$ cat config.mk
export PLATFORM = sky130hd
export DESIGN_NAME = lshift_seq_unit
export DESIGN_NICKNAME = d
export VERILOG_FILES = /design/src/rtl/lshift_seq_unit_pkg.sv /design/src/rtl/lshift_step.sv /design/src/rtl/lshift_seq_unit.sv
export SDC_FILE = /design/constraint.sdc
export NUM_CORES = 1
export LEC_CHECK = 0
export CAP_MARGIN = 20
export CELL_PAD_IN_SITES_DETAIL_PLACEMENT = 1
export CELL_PAD_IN_SITES_GLOBAL_PLACEMENT = 1
export CORE_ASPECT_RATIO = 0.6
export CORE_MARGIN = 1.5
export CORE_UTILIZATION = 36
export CTS_CLUSTER_DIAMETER = 200
export DETAILED_ROUTE_END_ITERATION = 8
export PLACE_DENSITY = 0.8
export SLEW_MARGIN = 20
export SYNTH_ARGS = -nofsm -noshare
export SYNTH_HDL_FRONTEND = slang
export SYNTH_HIERARCHICAL = 1
export SYNTH_SLANG_ARGS = --single-unit
export TNS_END_PERCENT = 100
$ cat constraint.sdc
create_clock -name clk -period 2.2 [get_ports clk]
set_clock_uncertainty 0.05 [all_clocks]
set_input_delay 0.33 -clock clk [delete_from_list [all_inputs] [get_ports clk]]
set_output_delay 0.33 -clock clk [all_outputs]
set_load 0.01 [all_outputs]
$ cat src/rtl/lshift_seq_unit_pkg.sv
// Shared definitions for the iterative left-shift/rotate engine.
// Latency: n/a (types and constants only).
// Backpressure: n/a.
package lshift_seq_unit_pkg;

  // Controller states: waiting, shifting one bit per cycle, result presented.
  typedef enum logic [1:0] {
    ST_IDLE  = 2'd0,
    ST_SHIFT = 2'd1,
    ST_DONE  = 2'd2
  } state_t;

  // Operation select carried on the mode port.
  localparam logic MODE_SHL = 1'b0;  // logical left shift, zero fill
  localparam logic MODE_ROL = 1'b1;  // rotate left, MSB re-enters at LSB

endpackage

$ cat src/rtl/lshift_step.sv
// Single-step left shift cell: moves din up one position and inserts fill.
// Latency: combinational, zero cycles.
// Backpressure: none; pure function of its inputs.
//
// Ports:
//   din     [N-1:0]  word to shift
//   fill             bit inserted at the LSB
//   dout    [N-1:0]  shifted word
//   msb_out          bit pushed out of the MSB
module lshift_step #(
  parameter int N = 8
) (
  input  logic [N-1:0] din,
  input  logic         fill,
  output logic [N-1:0] dout,
  output logic         msb_out
);

  assign dout    = {din[N-2:0], fill};
  assign msb_out = din[N-1];

endmodule

$ cat src/rtl/lshift_seq_unit.sv
// Multi-cycle SHL/ROL engine: shifts operand A left by shamt, one bit per clock.
// Latency: done is high in the cycle after edge k+shamt for a start accepted at edge k.
// Backpressure: start is ignored while busy; no queuing, operands are not resampled.
//
// Ports:
//   clk, rst_n            clock, synchronous active-low reset
//   start, mode, A, shamt request, op select (0 shl / 1 rol), operand, amount
//   busy, done            shifting in progress / one-cycle result strobe
//   C, carry_out, ovf     result, last bit shifted out, sticky lost-bit flag
module lshift_seq_unit
  import lshift_seq_unit_pkg::*;
#(
  parameter int N = 8,
  localparam int SW = $clog2(N)
) (
  input  logic          clk,
  input  logic          rst_n,
  input  logic          start,
  input  logic          mode,
  input  logic [N-1:0]  A,
  input  logic [SW-1:0] shamt,
  output logic          busy,
  output logic          done,
  output logic [N-1:0]  C,
  output logic          carry_out,
  output logic          ovf
);

  state_t        state, state_nxt;
  logic [SW-1:0] cnt;
  logic          mode_q;
  logic          start_acc;
  logic          fill;
  logic [N-1:0]  step_dat;
  logic          step_msb;

  // A request is only honoured when not mid-shift; IDLE and DONE both accept.
  assign start_acc = start && (state != ST_SHIFT);

  // Rotate feeds the outgoing MSB back in at the bottom.
  assign fill = (mode_q == MODE_ROL) ? C[N-1] : 1'b0;

  lshift_step #(.N(N)) u_step (
    .din     (C),
    .fill    (fill),
    .dout    (step_dat),
    .msb_out (step_msb)
  );

  // State register.
  always_ff @(posedge clk) begin
    if (!rst_n) begin
      state <= ST_IDLE;
    end else begin
      state <= state_nxt;
    end
  end

  // Next-state logic.
  always_comb begin
    state_nxt = state;
    case (state)
      ST_IDLE, ST_DONE: begin
        if (start) begin
          state_nxt = (shamt == '0) ? ST_DONE : ST_SHIFT;
        end else begin
          state_nxt = ST_IDLE;
        end
      end
      ST_SHIFT: begin
        // cnt counts remaining shifts; the one at cnt==1 is the last.
        if (cnt == SW'(1)) begin
          state_nxt = ST_DONE;
        end
      end
      default: state_nxt = ST_IDLE;
    endcase
  end

  // Handshake outputs decoded from state.
  always_comb begin
    busy = 1'b0;
    done = 1'b0;
    case (state)
      ST_SHIFT: busy = 1'b1;
      ST_DONE:  done = 1'b1;
      default: ;
    endcase
  end

  // Datapath: operand capture, per-cycle shift, flags.
  always_ff @(posedge clk) begin
    if (!rst_n) begin
      C         <= '0;
      cnt       <= '0;
      mode_q    <= MODE_SHL;
      carry_out <= 1'b0;
      ovf       <= 1'b0;
    end else if (start_acc) begin
      C         <= A;
      cnt       <= shamt;
      mode_q    <= mode;
      carry_out <= 1'b0;
      ovf       <= 1'b0;
    end else if (state == ST_SHIFT) begin
      C         <= step_dat;
      cnt       <= cnt - SW'(1);
      carry_out <= step_msb;
      // Only a logical shift loses bits; rotate keeps them in the word.
      ovf       <= ovf | (step_msb & (mode_q == MODE_SHL));
    end
  end

endmodule

After elaboration in Yosys (flattened, before gate mapping):

Cells that the tools add are included.

* add/sub/neg operators: 1
* $mul: 0
* div/mod/pow operators: 0
* order comparisons: 0
* equal/unequal tests: 5
* shift operators: 0
* muxes and demuxes: 11
* bitwise operators: 4
* reductions and logical operators: 6

Operators by type and width (count)
* 8-bit 2-to-1 mux: 2
* 2-bit 2-to-1 mux: 3
* 3-bit 2-to-1 mux: 2
* 2-bit case mux with 2 select lines: 1
* 2-bit OR reduction: 2
* 3-bit by 1-bit == test with 1-bit output, second input constant: 1
* 3-bit zero test: 1
* 1-bit 2-to-1 mux: 3
* 3-bit by 1-bit subtractor with 3-bit output, second input constant: 1
* 2-bit by 1-bit == test with 1-bit output, second input constant: 1
* 2-bit == test, second input constant: 1
* 2-bit zero test: 1
* 2-bit by 1-bit != test with 1-bit output, second input constant: 1
* 2-bit != test, second input constant: 1
* 1-bit inverter: 2
* 2-bit nonzero test: 1
* 1-bit AND: 1
* 1-bit logical AND: 1
* 1-bit bitwise OR: 1

* flip-flop bits (word level): 16
* bits in latches: 0
* memory bits (writable): 0
* bits in read-only memories: 0
* input port bits: 15
* output and inout port bits: 12
* memories: 0

Logic depth before layout (Yosys ltp):

Gate-level depths: netlist (run 1).

* depth after elaboration: 4
* gate-level depth with buffers: 5
* mapped depth without buffers: 5

Cells and area by module:

The synthesis (run 1) kept the hierarchy.

Modules (own cells, without submodules)
* lshift_seq_unit: instances 1, cells each 85, area each 827.0 µm², sequential area each 320.3 µm²
* lshift_step: instances 1, cells each 9, area each 67.6 µm², sequential area each 0.0 µm²

Worst setup path after synthesis (run 1):

Ideal clock, no wire load.

* path type: reg-to-reg
* start point: register cnt[0]
* end point: register cnt[2]
* arrival time: 997 ps
* required time: 2030 ps
* path slack: 1033 ps
* cell stages (with the launch flop): 5
* path buffers: 0
* period minus slack after synthesis: 1167 ps
* cells stage by stage: dfxtp_1 inv_1 ha_1 nor3b_1 o31a_1

* longest elaborated chain between the ends: 3

Ends and longest elaborated chain
* from (decl): RTL line lshift_seq_unit.sv:30 `logic [SW-1:0] cnt;`
* from (signal assigned): RTL line lshift_seq_unit.sv:101 `cnt <= shamt;`
* from (signal assigned): RTL line lshift_seq_unit.sv:107 `cnt <= cnt - SW'(1);`
* 3-bit by 1-bit subtractor with 3-bit output: RTL line lshift_seq_unit.sv:107
* 3-bit 2-to-1 mux: RTL line lshift_seq_unit.sv:105 `end else if (state == ST_SHIFT) begin`
* 3-bit 2-to-1 mux: RTL line lshift_seq_unit.sv:99 `end else if (start_acc) begin`

Every way passes these cells. The select of a mux whose other input is x is not followed.
A chain may end at the register's enable or synchronous reset.

Final worst setup path (run 1):

* start point: register state[0]
* end point: output busy

* longest elaborated chain between the ends: 2

Ends and longest elaborated chain
* from (decl): RTL line lshift_seq_unit.sv:29 `state_t state, state_nxt;`
* from (signal assigned): RTL line lshift_seq_unit.sv:55 `state <= state_nxt;`
* 2-bit by 1-bit == test with 1-bit output: RTL line lshift_seq_unit.sv:84 `case (state)`
* 1-bit 2-to-1 mux: RTL line lshift_seq_unit.sv:84
* to (decl): RTL line lshift_seq_unit.sv:22 `output logic busy,`

Every way passes these cells.

==> flow_summary.json, run 1 <==
{
  "hold_path.class": "reg2reg",
  "wl_um": 1940,
  "area_growth_syn_to_layout_pct": 25.2,
  "dr_wl_met2_um": 861,
  "drc": 0,
  "whs_path_depth": 2,
  "worstMarginPinSlew_ns": 0.400,
  "fin_nets": 130,
  "syn_area_um2": 895,
  "globalRoute.totalOverflow": 0,
  "critPathSlowestCell": "clkdlybuf4s50_1",
  "avgRoutedWirePerCell_um": 13.7,
  "final_util_pct": 49.5,
  "maxUsedRoutingLayer": "met3",
  "dp_hpwl_um": 1480,
  "ff2ff_setup_slack_ns": 0.85,
  "ys_top_cells_by_count": "dfxtp_1, buf_4, mux2i_1, nand2_1",
  "end_kind": "output pin",
  "synth.mux.area_fraction_pct": 8.95,
  "drtIter0Drc": 42,
  "cp-start-kind": "register",
  "synth_xor_area_share_pct": 0,
  "rr_startpoint": "state[1]",
  "synth_top_family_by_area": "compound AO/OA/AOI/OAI gates",
  "ys_ff_latch": 16,
  "synth.top_cell.area_share_pct": 35.8,
  "numCtsBuffers": 3,
  "clock-sinks": 16,
  "p_leak_nw": 0.472,
  "pwr_density_cell_nw_per_um2": 664,
  "synth.most_common_cell": "dfxtp_1",
  "syn_nets": 111,
  "synth-edff-count": 0,
  "first_pass_iters": 4,
  "path_class": "reg2out",
  "cpPeakStageDelay_ns": 0.54,
  "root_buffer": "clkbuf_8",
  "row_count": 13,
  "ys_types": 30,
  "cts_tree": "yes",
  "fin_crit_sh_pct": 81.4,
  "routabilityCongestion": 0.671,
  "crit_chain": "nand2b_1 > inv_4 > clkdlybuf4s50_1",
  "crit_required_ns": 1.82,
  "synth_area_leader_cell": "dfxtp_1",
  "postCtsSetupRepairBufs": 0,
  "synth.top_cells.by_area": "dfxtp_1, mux2i_1, buf_4, buf_6, a211oi_1",
  "max_slew_margin_pct": 73.3,
  "io_buffer_count": 26,
  "antenna_found_initial": 0,
  "final_layout_size_suffix_gt1_share_pct": 9.01,
  "syn-instance-count": 94,
  "setup_viol": 0,
  "wl_met1_um": 982,
  "slew_violations": 0,
  "die_x_um": 67.4,
  "cts_hold_buf": 0,
  "fmax_mhz": 558,
  "clkSlewWorstSetupHoldPaths_ns": 0.06,
  "start_util_pct": 39.6,
  "synth_async_sr_flop_share_pct": 0,
  "hold_viol_final": 0,
  "grt_max_degree": 26,
  "synth_compound_area_share_pct": 19.6,
  "fin_crit_ns": 1.79,
  "ios": 27,
  "route.met3.wl_um": 94,
  "postRouteAntennaNets": 0,
  "synth_ff_type": "dfxtp_1",
  "synth_fa_ha_area_share_pct": 2.80,
  "core_area_um2": 2260,
  "vias": 707,
  "whs_ns": 0.429,
  "crit_fanout": 7,
  "timing.setup.tns_ns": 0,
  "avgSynthCellArea_um2": 9.52,
  "status": "completed",
  "dieArea_um2": 2800,
  "hp-start": "carry_out",
  "cts.repair.resized": 0,
  "grt_pass1_wl_um": 3370,
  "grt_pass1_vias": 709,
  "grt_usage_pct": 16.0,
  "fp.dieH_um": 41.6,
  "whs_endpoint": "carry_out",
  "cap_violations": 0,
  "via_per_inst": 5.01,
  "yosysSeqAreaShare_pct": 35.8,
  "synth-simple-area-share_pct": 14.8,
  "clockBufferDepth": 2,
  "rr_endpoint": "cnt[2]",
  "insertion_delay_ns": 0.24,
  "irDropWorstVdd_mv": 0.332,
  "crit_buf_inv": 2,
  "arrival_ns": 1.41,
  "yosys_warnings": 6,
  "rr_worst_depth": 4,
  "cts_max_level": 1,
  "antenna_cells": 0,
  "rsz0062_at_grt": "no",
  "critPathTopFamily": "buffers and inverters"
}
[stage by stage]
step	setup WS, ns	power [mW]	instances	instance area, µm²
floorplan	1.03	0.478	94	895
global placement	0.406	0.528	138	1080
detailed placement	0.349	0.534	138	1080
CTS	0.396	0.752	141	1120
global route	0.327	0.789	141	1120
finish	0.409	0.744	141	1120
[metal layers]
metal	up-vias	track usage [%]
met1	337	22.2
met3	0	6.50
met5	-	0
met2	20	24.8
met4	0	0
li1	350	-
[power breakdown]
| group | switching [mW] | internal (mW) | leakage [nW] |
|---|---|---|---|
| Sequential | 0.0230 | 0.318 | 0.132 |
| Clock | 0.0946 | 0.121 | 0.0216 |
| Combinational | 0.0840 | 0.103 | 0.319 |
[cells in the final DEF, fill, tap and decap left out, drive strengths merged, types with 5 or more instances in the layout]
master / instances
nor2: 5
mux2i: 8
dfxtp: 16
inv: 6
a211oi: 7
clkdlybuf4s50: 26
nand2: 7
[cells by family (layout without fill, tap and decap cells)]
| kind of cell | count (synthesis) | in the layout |
|---|---|---|
| and+or+nand+nor | 26 | 26 |
| AOI/OAI and AO/OA | 21 | 21 |
| buffers and inverters | 21 | 38 |
| DFF | 16 | 16 |
| muxes | 8 | 8 |
| adders and majority gates | 2 | 2 |
[worst min-delay path, cell delays in order (launching register included)]
cell	delay [ns]
dfxtp_1	0.31
nand3_1	0.06
a21boi_1	0.06
[how the worst max path moves through the flow]
stage	start	to	slack (ns)	cells past startpoint
final	state[0]	busy	0.41	3
after CTS	state[0]	busy	0.40	3
after global placement	start	cnt[2]	0.41	5
after detailed placement	start	cnt[2]	0.35	5
after global routing	state[0]	busy	0.33	3
after floorplan	cnt[0]	cnt[2]	1.03	4
[flip-flops by register name (all words and copies together), names as in the netlist]
name and flops:
carry_out 1, cnt 3, C 8, state 2, mode_q 1, ovf 1
[layout make-up]
class                      instances  area, µm²
inverter                           6       25.0
multi-input combinational         57        413
timing repair buffer              29        283
sequential                        16        320
tap                               30       37.5
clock buffer                       3       41.3
fill                             253       1140
Note: power is estimated with default switching activity, not from simulation.
==> run 2: changes to the inputs <==
--- a/config.mk
+++ b/config.mk
@@ -10,10 +10,10 @@
 export CELL_PAD_IN_SITES_GLOBAL_PLACEMENT = 1
 export CORE_ASPECT_RATIO = 0.6
 export CORE_MARGIN = 1.5
-export CORE_UTILIZATION = 36
+export CORE_UTILIZATION = 34
 export CTS_CLUSTER_DIAMETER = 200
 export DETAILED_ROUTE_END_ITERATION = 8
-export PLACE_DENSITY = 0.8
+export PLACE_DENSITY = 0.76
 export SLEW_MARGIN = 20
 export SYNTH_ARGS = -nofsm -noshare
 export SYNTH_HDL_FRONTEND = slang
==> constraint.sdc (replaced) <==
create_clock -name clk -period 1.65 [get_ports clk]
set_clock_uncertainty 0.05 [all_clocks]
set_input_delay 0.2475 -clock clk [delete_from_list [all_inputs] [get_ports clk]]
set_output_delay 0.2475 -clock clk [all_outputs]
set_load 0.01 [all_outputs]
==> flow_summary.json, run 2 (same netlist as run 1, synthesis figures left out) <==
{
  "antenna_found_initial": 0,
  "hold_path.class": "reg2reg",
  "path_class": "reg2out",
  "drtIter0Drc": 19,
  "cts_tree": "yes",
  "fp.dieH_um": 42.7,
  "final_common_cell": "clkdlybuf4s50_1",
  "routabilityCongestion": 0.721,
  "crit_required_ns": 1.35,
  "area_growth_syn_to_layout_pct": 27.7,
  "setup_viol": 0,
  "seqPwrFrac_pct": 43.3,
  "arrival_ns": 1.23,
  "final_layout_size_suffix_gt1_share_pct": 10.6,
  "root_buffer": "clkbuf_8",
  "grt_max_degree": 26,
  "critPathSlowestCell": "clkdlybuf4s50_1",
  "start_util_pct": 35.7,
  "drc": 0,
  "switching_share_pct": 26.7,
  "slew_violations": 0,
  "grt_usage_pct": 14.3,
  "max_slew_margin_pct": 82.8,
  "vias": 730,
  "clockBufferDepth": 2,
  "p_leak_nw": 0.488,
  "final_cell_mix": "clkdlybuf4s50_1, dfxtp_1, mux2i_1",
  "largest_register_ffs": 8,
  "cp-start-kind": "register",
  "critPathTopFamily": "buffers and inverters",
  "internal-power_mw": 0.772,
  "top_regs": "C: 8 flops, cnt: 3 flops, state: 2 flops",
  "status": "completed",
  "crit_fanout": 5,
  "final_cell_area_um2": 1140,
  "rr_endpoint": "cnt[2]",
  "avgRoutedWirePerCell_um": 13.9,
  "grt_pass1_wl_um": 3350,
  "rsz0062_at_grt": "no",
  "via_per_inst": 5.03,
  "numCtsBuffers": 3,
  "core_area_um2": 2500,
  "clkSlewWorstSetupHoldPaths_ns": 0.06,
  "regMostFlops": "C",
  "hold_viol_final": 0,
  "first_pass_iters": 4,
  "pwr-share-comb_pct": 23.8,
  "ff2ff_setup_slack_ns": 0.33,
  "crit_buf_inv": 1,
  "io_buffer_count": 26,
  "die_x_um": 69.2,
  "fin_nets": 131,
  "postCtsSetupRepairBufs": 0,
  "rr_worst_depth": 4,
  "wl_um": 2020,
  "fmax_mhz": 653,
  "crit_chain": "clkdlybuf4s50_1",
  "switching_power_mw": 0.281,
  "rr_startpoint": "state[1]",
  "irDropWorstVdd_mv": 0.520,
  "postPlaceCellArea_um2": 1090,
  "hp-start": "carry_out",
  "dp_hpwl_um": 1530,
  "fin_crit_ns": 1.53,
  "clock-sinks": 16,
  "cap_violations": 0,
  "antenna_cells": 0,
  "dieArea_um2": 2960,
  "postRouteAntennaNets": 0,
  "cts_max_level": 1,
  "cpPeakStageDelay_ns": 0.57,
  "whs_path_depth": 2,
  "pwr_density_cell_nw_per_um2": 922,
  "ios": 27,
  "whs_endpoint": "carry_out",
  "globalRoute.totalOverflow": 0,
  "worstMarginPinSlew_ns": 0.256,
  "power_frac_clock_pct": 32.9,
  "insertion_delay_ns": 0.25,
  "end_kind": "output pin",
  "timing.setup.tns_ns": 0,
  "fin_crit_sh_pct": 92.8,
  "grt_pass1_vias": 748,
  "row_count": 14
}
## run 2: layout make-up
type                            instances  area (µm²)
Fill cell                             286        1360
Inverter                                6        25.0
Tap cell                               32        40.0
Multi-Input combinational cell         57         413
Timing Repair Buffer                   30         289
Sequential cell                        16         320
Clock buffer                            4        55.1
## run 2: per-stage QoR
stage	cells	setup slack, ns	hold WS (ns)	power, mW	util [%]
5_1_grt	145	0.0618	0.465	1.11	45.6
4_1_cts	145	0.107	0.432	1.06	45.6
2_1_floorplan	94	0.483	0.344	0.638	-
6_report	145	0.119	0.423	1.05	45.6
3_5_place_dp	141	0.0640	0.423	0.717	43.5
3_3_place_gp	141	0.0980	0.404	0.707	43.5
## run 2: power groups by stage
stage / registers [mW] / clock network [mW] / logic (mW)
final: 0.456 / 0.347 / 0.250
after global routing: 0.460 / 0.377 / 0.274
after CTS: 0.456 / 0.353 / 0.254
after detailed placement: 0.464 / 0 / 0.253
after global placement: 0.461 / 0 / 0.246
after floorplan: 0.466 / 0 / 0.172
## run 2: worst max-delay path by stage
| stage | to | startpoint | cells after the start | slack (ns) |
|---|---|---|---|---|
| after detailed placement | C[4] | start | 4 | 0.06 |
| after floorplan | cnt[2] | cnt[0] | 4 | 0.48 |
| final | C[7] | C[7] | 1 | 0.12 |
| after global routing | done | state[0] | 2 | 0.06 |
| after global placement | C[6] | start | 5 | 0.1 |
| after CTS | done | state[1] | 2 | 0.11 |
## run 2: routing by layer
metal / up-vias / global-route usage [%] / part of all wire, %
met5: - / 0 / 0
met4: 0 / 3.53 / 0.40
met1: 353 / 17.7 / 49
li1: 354 / - / -
met2: 21 / 24.2 / 45
met3: 2 / 4.99 / 5.9
## run 2: repair_timing
action,in CTS,in global routing
endpoints found under the setup margin,1,0
hold buffers,0,0
resized for setup,1,0
